--- src/rtl/debounce_sched_pkg.sv ---
// Shared types and width helpers for the debounce scheduler and its event FIFO.
// Event words are packed as {dir, id}.
package debounce_sched_pkg;

    typedef enum logic {
        S_IDLE = 1'b0,
        S_SCAN = 1'b1
    } scan_state_t;

    // Event word: channel id in the low bits, direction in the top bit.
    function automatic int ev_width(input int n);
        return $clog2(n) + 1;
    endfunction

    // Filter counter holds 0..cnt_max, so it needs clog2(cnt_max+1) bits.
    function automatic int cnt_width(input int cnt_max);
        return $clog2(cnt_max + 1);
    endfunction

endpackage

--- src/rtl/debounce_sched_event_fifo.sv ---
// Small synchronous FIFO with an extra pointer bit for full/empty detection.
// The head word is presented combinationally so it is valid as soon as the entry lands.
module debounce_sched_event_fifo #(
    parameter int DEPTH = 4,
    parameter int WIDTH = 3
) (
    input  logic             clk,
    input  logic             srst,
    input  logic             push,
    input  logic [WIDTH-1:0] din,
    input  logic             pop,
    output logic [WIDTH-1:0] dout,
    output logic             empty,
    output logic             full
);
    localparam int AW = $clog2(DEPTH);

    logic [WIDTH-1:0] mem [DEPTH];
    logic [AW:0]      wr_ptr_reg;
    logic [AW:0]      rd_ptr_reg;
    logic             do_push;
    logic             do_pop;

    assign empty = (wr_ptr_reg == rd_ptr_reg);
    assign full  = (wr_ptr_reg[AW] != rd_ptr_reg[AW]) &&
                   (wr_ptr_reg[AW-1:0] == rd_ptr_reg[AW-1:0]);

    // A pop in the same cycle frees the slot a full FIFO would otherwise refuse.
    assign do_pop  = pop && !empty;
    assign do_push = push && (!full || do_pop);

    always_ff @(posedge clk) begin
        if (do_push) begin
            mem[wr_ptr_reg[AW-1:0]] <= din;
        end
    end

    always_ff @(posedge clk) begin
        if (srst) begin
            wr_ptr_reg <= '0;
            rd_ptr_reg <= '0;
        end else begin
            if (do_push) begin
                wr_ptr_reg <= wr_ptr_reg + (AW+1)'(1);
            end
            if (do_pop) begin
                rd_ptr_reg <= rd_ptr_reg + (AW+1)'(1);
            end
        end
    end

    assign dout = empty ? '0 : mem[rd_ptr_reg[AW-1:0]];

endmodule

--- src/rtl/debounce_sched.sv ---
// Time-multiplexed debouncer: one prescaler tick triggers a scan that filters one
// channel per clock; every debounced edge is queued as an {dir, id} event.
module debounce_sched #(
    parameter int N     = 4,
    parameter int DIV   = 1000,
    parameter int CNT   = 3,
    parameter int DEPTH = 4
) (
    input  logic                 clk,
    input  logic                 rst,
    input  logic [N-1:0]         sig_in,
    output logic [N-1:0]         sig_out,
    output logic                 ev_valid,
    output logic [$clog2(N)-1:0] ev_id,
    output logic                 ev_dir,
    input  logic                 ev_ready,
    output logic                 ovf
);
    import debounce_sched_pkg::*;

    localparam int IW = $clog2(N);
    localparam int PW = $clog2(DIV);
    localparam int CW = cnt_width(CNT);
    localparam int EW = ev_width(N);

    logic [N-1:0]  sync_meta_reg;
    logic [N-1:0]  sync_reg;
    logic [PW-1:0] pcnt_reg;
    logic          tick;
    scan_state_t   state_reg;
    logic [IW-1:0] ch_reg;
    logic [N-1:0]  flip_vec;
    logic [N-1:0]  sig_out_vec;
    logic          push;
    logic [EW-1:0] push_word;
    logic [EW-1:0] head_word;
    logic          fifo_empty;
    logic          fifo_full;
    logic          ovf_reg;

    always_ff @(posedge clk) begin
        if (rst) begin
            sync_meta_reg <= '0;
            sync_reg      <= '0;
        end else begin
            sync_meta_reg <= sig_in;
            sync_reg      <= sync_meta_reg;
        end
    end

    assign tick = (pcnt_reg == PW'(DIV - 1));

    always_ff @(posedge clk) begin
        if (rst) begin
            pcnt_reg <= '0;
        end else if (tick) begin
            pcnt_reg <= '0;
        end else begin
            pcnt_reg <= pcnt_reg + PW'(1);
        end
    end

    always_ff @(posedge clk) begin
        if (rst) begin
            state_reg <= S_IDLE;
            ch_reg    <= '0;
        end else begin
            case (state_reg)
                S_IDLE: begin
                    ch_reg <= '0;
                    if (tick) begin
                        state_reg <= S_SCAN;
                    end
                end
                S_SCAN: begin
                    if (ch_reg == IW'(N - 1)) begin
                        state_reg <= S_IDLE;
                        ch_reg    <= '0;
                    end else begin
                        ch_reg <= ch_reg + IW'(1);
                    end
                end
                default: begin
                    state_reg <= S_IDLE;
                    ch_reg    <= '0;
                end
            endcase
        end
    end

    // Each channel owns its filter counter and output level; only the scanned one updates.
    for (genvar gi = 0; gi < N; gi++) begin : g_ch
        logic [CW-1:0] cnt_reg;
        logic          out_reg;
        logic          sel;
        logic          differ;

        assign sel    = (state_reg == S_SCAN) && (ch_reg == IW'(gi));
        assign differ = sync_reg[gi] ^ out_reg;
        assign flip_vec[gi]    = sel && differ && (cnt_reg == CW'(CNT - 1));
        assign sig_out_vec[gi] = out_reg;

        always_ff @(posedge clk) begin
            if (rst) begin
                cnt_reg <= '0;
                out_reg <= 1'b0;
            end else if (sel) begin
                if (flip_vec[gi]) begin
                    cnt_reg <= '0;
                    out_reg <= ~out_reg;
                end else if (differ) begin
                    cnt_reg <= cnt_reg + CW'(1);
                end else begin
                    cnt_reg <= '0;
                end
            end
        end
    end

    // On a flip the new level equals the synchronized input of the scanned channel.
    assign push      = |flip_vec;
    assign push_word = {sync_reg[ch_reg], ch_reg};

    debounce_sched_event_fifo #(
        .DEPTH(DEPTH),
        .WIDTH(EW)
    ) u_fifo (
        .clk  (clk),
        .srst (rst),
        .push (push),
        .din  (push_word),
        .pop  (ev_ready),
        .dout (head_word),
        .empty(fifo_empty),
        .full (fifo_full)
    );

    always_ff @(posedge clk) begin
        if (rst) begin
            ovf_reg <= 1'b0;
        end else if (push && fifo_full && !(ev_ready && !fifo_empty)) begin
            ovf_reg <= 1'b1;
        end
    end

    assign sig_out  = sig_out_vec;
    assign ev_valid = !fifo_empty;
    assign ev_id    = head_word[IW-1:0];
    assign ev_dir   = head_word[EW-1];
    assign ovf      = ovf_reg;

endmodule

--- config.mk ---
export PLATFORM = sky130hd
export DESIGN_NAME = debounce_sched
export DESIGN_NICKNAME = d
export VERILOG_FILES = /design/src/rtl/debounce_sched_pkg.sv /design/src/rtl/debounce_sched_event_fifo.sv /design/src/rtl/debounce_sched.sv
export SDC_FILE = /design/constraint.sdc
export NUM_CORES = 1
export LEC_CHECK = 0
export CAP_MARGIN = 10
export CORE_MARGIN = 5
export CORE_UTILIZATION = 58
export DETAILED_ROUTE_END_ITERATION = 12
export GPL_TIMING_DRIVEN = 0
export PLACE_DENSITY = 0.79
export SYNTH_ARGS = -nofsm -noshare
export SYNTH_HDL_FRONTEND = slang
export SYNTH_SLANG_ARGS = --single-unit
--- constraint.sdc ---
create_clock -name clk -period 2.5 [get_ports clk]
set_input_delay 0.5 -clock clk [delete_from_list [all_inputs] [get_ports clk]]
set_output_delay 0.5 -clock clk [all_outputs]
set_load 0.02 [all_outputs]
Word level (Yosys, flattened, before mapping)
Memories as Yosys holds them, arrays and structs flattened. A register that Yosys moved wholly into a read port is not among the register bits. Index checks and enable logic that the tools add are counted.

Register bits after elaboration: 40. Input bits: 7. RAM bits: 12. Memories: 1.

Memories: u_fifo.mem (depth 4, width 3, read ports 1, clocked after memory_dff 1, wr ports 1, line debounce_sched_event_fifo.sv:18) `logic [WIDTH-1:0] mem [DEPTH];`.

Bitwise gates (word level): 9. Muxes and demuxes: 20. $lt $le $gt $ge: 1. Add/subtract/negate cells: 8. Eq/ne operators: 11. Reductions and logical operators: 28.

Operator list (number): 2-to-1 mux 2 bit (11); logical AND 1 bit (17); equality test 2 bit (second input constant) (6); adder 10 x 1 -> 10 bit (second input constant) (1); adder 2 x 1 -> 2 bit (second input constant) (5); equality test 10 bit (second input constant) (1); AND reduction 2 bit (4); adder 3 x 1 -> 3 bit (second input constant) (2); 2-to-1 mux 1 bit (5); inverter 1 bit (5); one-hot mux 2 bit (2 select lines) (1); OR reduction 4 bit (1); bitwise XOR 1 bit (4); equality test 3 bit (1); logical NOT 1 bit (3); less-than comparator 2 x 3 -> 1 bit (second input constant) (1); 2-to-1 mux 3 bit (1); binary-select mux 1 bit (select 2 bit) (1); equality test 2 x 1 -> 1 bit (second input constant) (1); equality test 2 bit (1); logical NOT 2 bit (1); one-hot mux 1 bit (2 select lines) (1); OR reduction 2 bit (1); logical OR 1 bit (1); != test 1 bit (1).

Logic depth before layout (Yosys ltp)
Depth in word-level cells: 8. Mapped depth: 6. Gate-level depth less buffers: 6.

Hierarchy
A second synthesis with hierarchy kept.

Cell total of the unflattened synthesis: 228. Area, all modules: 2446.1 um^2.

By module, submodules not included: debounce_sched (cells each 156, times used 1, area each 1496.4 um^2, seq. area each 680.7 um^2); debounce_sched_event_fifo (cells each 72, times used 1, area each 949.7 um^2, seq. area each 520.5 um^2).

Worst setup path before layout
No wires, ideal clock.

Path kind: flip-flop to flip-flop. From: reg ch_reg[0]. To: reg u_fifo.wr_ptr_reg[2]. Clock period less this slack: 1800 ps. Setup time: 121 ps. Data arrival time: 1678 ps. Setup slack: 700 ps. Stages on the path, launching flop included: 6. Data required time: 2379 ps. Path through: dfxtp_1 ha_1 nand3_2 o22a_1 a211oi_2 mux2_4.

Longest elaborated chain between the ends: 6.

Ends and longest elaborated chain: start: declaration (line debounce_sched.sv:31) `logic [IW-1:0] ch_reg;`; start signal: assignment (line debounce_sched.sv:80) `ch_reg <= ch_reg + IW'(1);`; equality test 2 x 1 -> 1 bit, or another cell as far along (line debounce_sched.sv:98) `assign sel = (state_reg == S_SCAN) && (ch_reg == IW'(gi));`; logical AND 1 bit (line debounce_sched.sv:98); logical AND 1 bit (2 in series) (line debounce_sched.sv:100) `assign flip_vec[gi] = sel && differ && (cnt_reg == CW'(CNT - 1));`; OR reduction 4 bit * (line debounce_sched.sv:121) `assign push = |flip_vec;`; logical AND 1 bit * (line debounce_sched_event_fifo.sv:30) `assign do_push = push && (!full || do_pop);`; end signal: assignment (line debounce_sched_event_fifo.sv:44) `wr_ptr_reg <= wr_ptr_reg + (AW+1)'(1);`; end: declaration (line debounce_sched_event_fifo.sv:19) `logic [AW:0] wr_ptr_reg;`.

Every way passes the cells marked *; elsewhere a longest branch is shown, timed or not. A chain may end at the register's enable or synchronous reset.

==> qor.yml <==
floorplanning:
  die_h_um: 74.4
  start_util: 0.602
  placementRows: 23
  core_area_mm2: 0.00400
  die_area_mm2: 0.00554
  chipWidth_um: 74.4
  pin_count: 16
placement:
  io_buffers: 14
  dp_slack_ns: 0.346
  place_congestion: 0.720
  dp_hpwl_um: 2850
power_and_ir_drop:
  clockPowerShare: 0.325
  p_per_area_mw_per_mm2: 513
  p_switching_uw: 287
  pwr-share-comb: 0.029
  power.share.sequential: 0.646
  p_leak_nw: 0.993
  ir_drop_mv: 0.403
  swShare: 0.205
  intPower_mw: 1.11
routing:
  num_vias: 1531
  route.detailed.drc: 0
  wl_per_cell_um: 13.1
  firstDrtPassIters: 4
  wl_um: 3800
  ant_nets: 0
  post_drt_via_cell_ratio: 5.28
  dr.first_iter.drc_count: 31
clocking:
  hold_buffers: 0
  cts_resized: 1
  clk_pin_slew_ns: 0.08
  root_buffer: "clkbuf_8"
  cts.sinks: 54
  cts_buffers: 5
  htree_levels: 2
  cts_buffer_depth: 2
  cts_tree: "done"
  insertion_delay_ns: 0.30
  post_cts_buffers: 0
synth:
  yosysSeqAreaShare: 0.499
  syn_nets: 239
  yosysUniqueCellTypes: 38
  yosys_warnings: 0
  synth-compound-area-share: 0.0478
  ys.flop_type: "dfxtp_1"
  yosys.area.top_type: "dfxtp_1"
  synth_area_mm2: 0.00241
  synthAdderAreaFrac: 0.0728
  synth_mux_area_frac: 0.0806
  syn_area_per_cell_um2: 11.0
  synth_edf_count: 12
  syn_inst: 218
  synth-async-reset-ratio: 0
  synth_top_family_by_area: "simple AND/OR/NAND/NOR gates"
  yosysTopAreaCellShare: 0.349
  synth_area_leaders: "dfxtp_1 35%, edfxtp_1 15%, ha_1 7.3%, nor2_1 4.7%, nor2b_1 3.4%"
  synth-xor-area-share: 0.0712
  synth-seq-cells: 54
  synth_simple_gate_area_frac: 0.183
global_routing:
  grt-busiest-layer: "met2"
  grt_pass1_vias: 1476
  grt_use_met3: 0.0446
  grt_overflow: 0
  use_met1: 0.175
  grt_usage: 0.156
  grt_pass1_wl_um: 6440
  antenna_found_initial: 0
  use_met2: 0.276
  grt_max_degree: 17
final_layout:
  nNetsFinal: 260
  drive_gt1_frac: 0.125
  largest_reg_flops: 12
  area_growth_pct: 13.2
  antenna_cells: 0
timing:
  max_slew.worst_pin.slew_ns: 0.529
  setup_ws_ns: 0.132
  finClkSkew_ns: 0.00668
  hold_viol_final: 0
  period_needed_ns: 2.37
  min_period_over_period: 0.947
  setup_tns_ns: 0
  rsz0062_at_grt: "no"
  fmax_mhz: 422
  setup_viol: 0
  drv_slew: 0
  slew_headroom: 0.647
setup_path:
  critPathCaptureType: "output pin"
  r2r_start: "ch_reg[0]"
  start_kind: "register"
  path_class: "register to output pin"
  cp_max_fo: 3
  r2r-end: "u_fifo.wr_ptr_reg[2]"
  rrSetupSlack_ns: 0.46
  worstPathArrival_ns: 1.87
  reg2reg_depth: 5
  crit_required_ns: 2.00
hold_path:
  hold_end: "sync_reg[2]"
  worstHoldPathType: "register to register"
  holdPathStages: 1
  hp-start: "sync_meta_reg[2]"
outcome:
  status: "finished, final reports clean"
run:
  cap_violations: 0
[worst max path at each step]
stage | from | end | slack (ns) | cells after the start
global route | register | ev_id[0] | 0.05 | 3
floorplan | ch_reg[0] | u_fifo.wr_ptr_reg[2] | 0.70 | 5
finish | register | ev_dir | 0.13 | 3
global placement | u_fifo.wr_ptr_reg[1] | ev_id[0] | 0.36 | 4
detailed placement | u_fifo.wr_ptr_reg[1] | ev_id[0] | 0.35 | 4
CTS | register | ev_id[0] | 0.02 | 3
[layout make-up]
class | count | area [um2]
fill | 315 | 1280
sequential | 54 | 1200
multi-input combinational | 141 | 1120
timing repair buffer | 14 | 140
clock buffer | 6 | 72.6
tap | 50 | 62.6
buffer | 10 | 60.1
inverter | 13 | 48.8
clock inverter | 2 | 10.0
[synthesized netlist by cell type (2+ instances only)]
cell	n
dfxtp_1	42
nor2_1	30
ha_1	14
inv_1	13
nor2b_1	13
edfxtp_1	12
a21oi_1	9
xnor2_1	9
nor4_1	8
mux2i_1	7
nand2_1	7
xor2_1	5
buf_4	4
clkbuf_1	4
nand3_1	4
nor3_1	4
and2_1	3
mux4_2	3
xor2_2	3
mux2_4	2
nand2b_1	2
nand3_2	2
nand4_1	2
o22a_1	2
[cell families after synthesis]
family / Yosys count
and+or+nand+nor: 81
DFF: 54
xor gates and xnor gates: 17
buffers and inverters: 23
AOI/OAI and AO/OA: 16
adders and majority gates: 14
muxes: 13
[per-stage QoR]
step / instance area [um2] / power, mW / instances / hold slack [ns] / util
final: 2720 / 1.40 / 290 / 0.443 / 0.681
after global routing: 2720 / 1.45 / 290 / 0.470 / 0.681
after CTS: 2700 / 1.41 / 290 / 0.447 / 0.674
after detailed placement: 2610 / 0.965 / 282 / 0.426 / 0.652
after global placement: 2610 / 0.963 / 282 / 0.419 / 0.652
after floorplan: 2410 / 0.947 / 218 / 0.414 / -
[per-layer routing]
layer / part of all wire / wire, um
met3: 0.036 / 137
met1: 0.45 / 1710
met5: 0 / 0
met2: 0.49 / 1870
met4: 0.021 / 81
[cells in the final DEF (no fill, tap or decap), types with 8 or more instances in the layout]
| cell | Yosys | routed |
|---|---|---|
| a21oi_1 | 9 | 9 |
| clkdlybuf4s50_1 | 0 | 14 |
| dfxtp_1 | 42 | 39 |
| edfxtp_1 | 12 | 12 |
| ha_1 | 14 | 14 |
| inv_1 | 13 | 13 |
| nor2_1 | 30 | 30 |
| nor2b_1 | 13 | 13 |
| nor4_1 | 8 | 8 |
| xnor2_1 | 9 | 9 |
[power by group through the flow]
| stage | Combinational (mW) | Sequential (mW) | Clock [mW] |
|---|---|---|---|
| 2_1_floorplan | 0.0254 | 0.922 | 0 |
| 3_3_place_gp | 0.0398 | 0.923 | 0 |
| 3_5_place_dp | 0.0409 | 0.924 | 0 |
| 4_1_cts | 0.0411 | 0.903 | 0.469 |
| 5_1_grt | 0.0452 | 0.905 | 0.500 |
| 6_report | 0.0403 | 0.903 | 0.454 |
[worst max-delay path: stages, from the launching register on]
cell	delay (ns)
dfxtp_2	0.39
mux4_2	0.51
nor2b_1	0.14
clkdlybuf4s50_1	0.54
(Power assumes the default switching activity.)
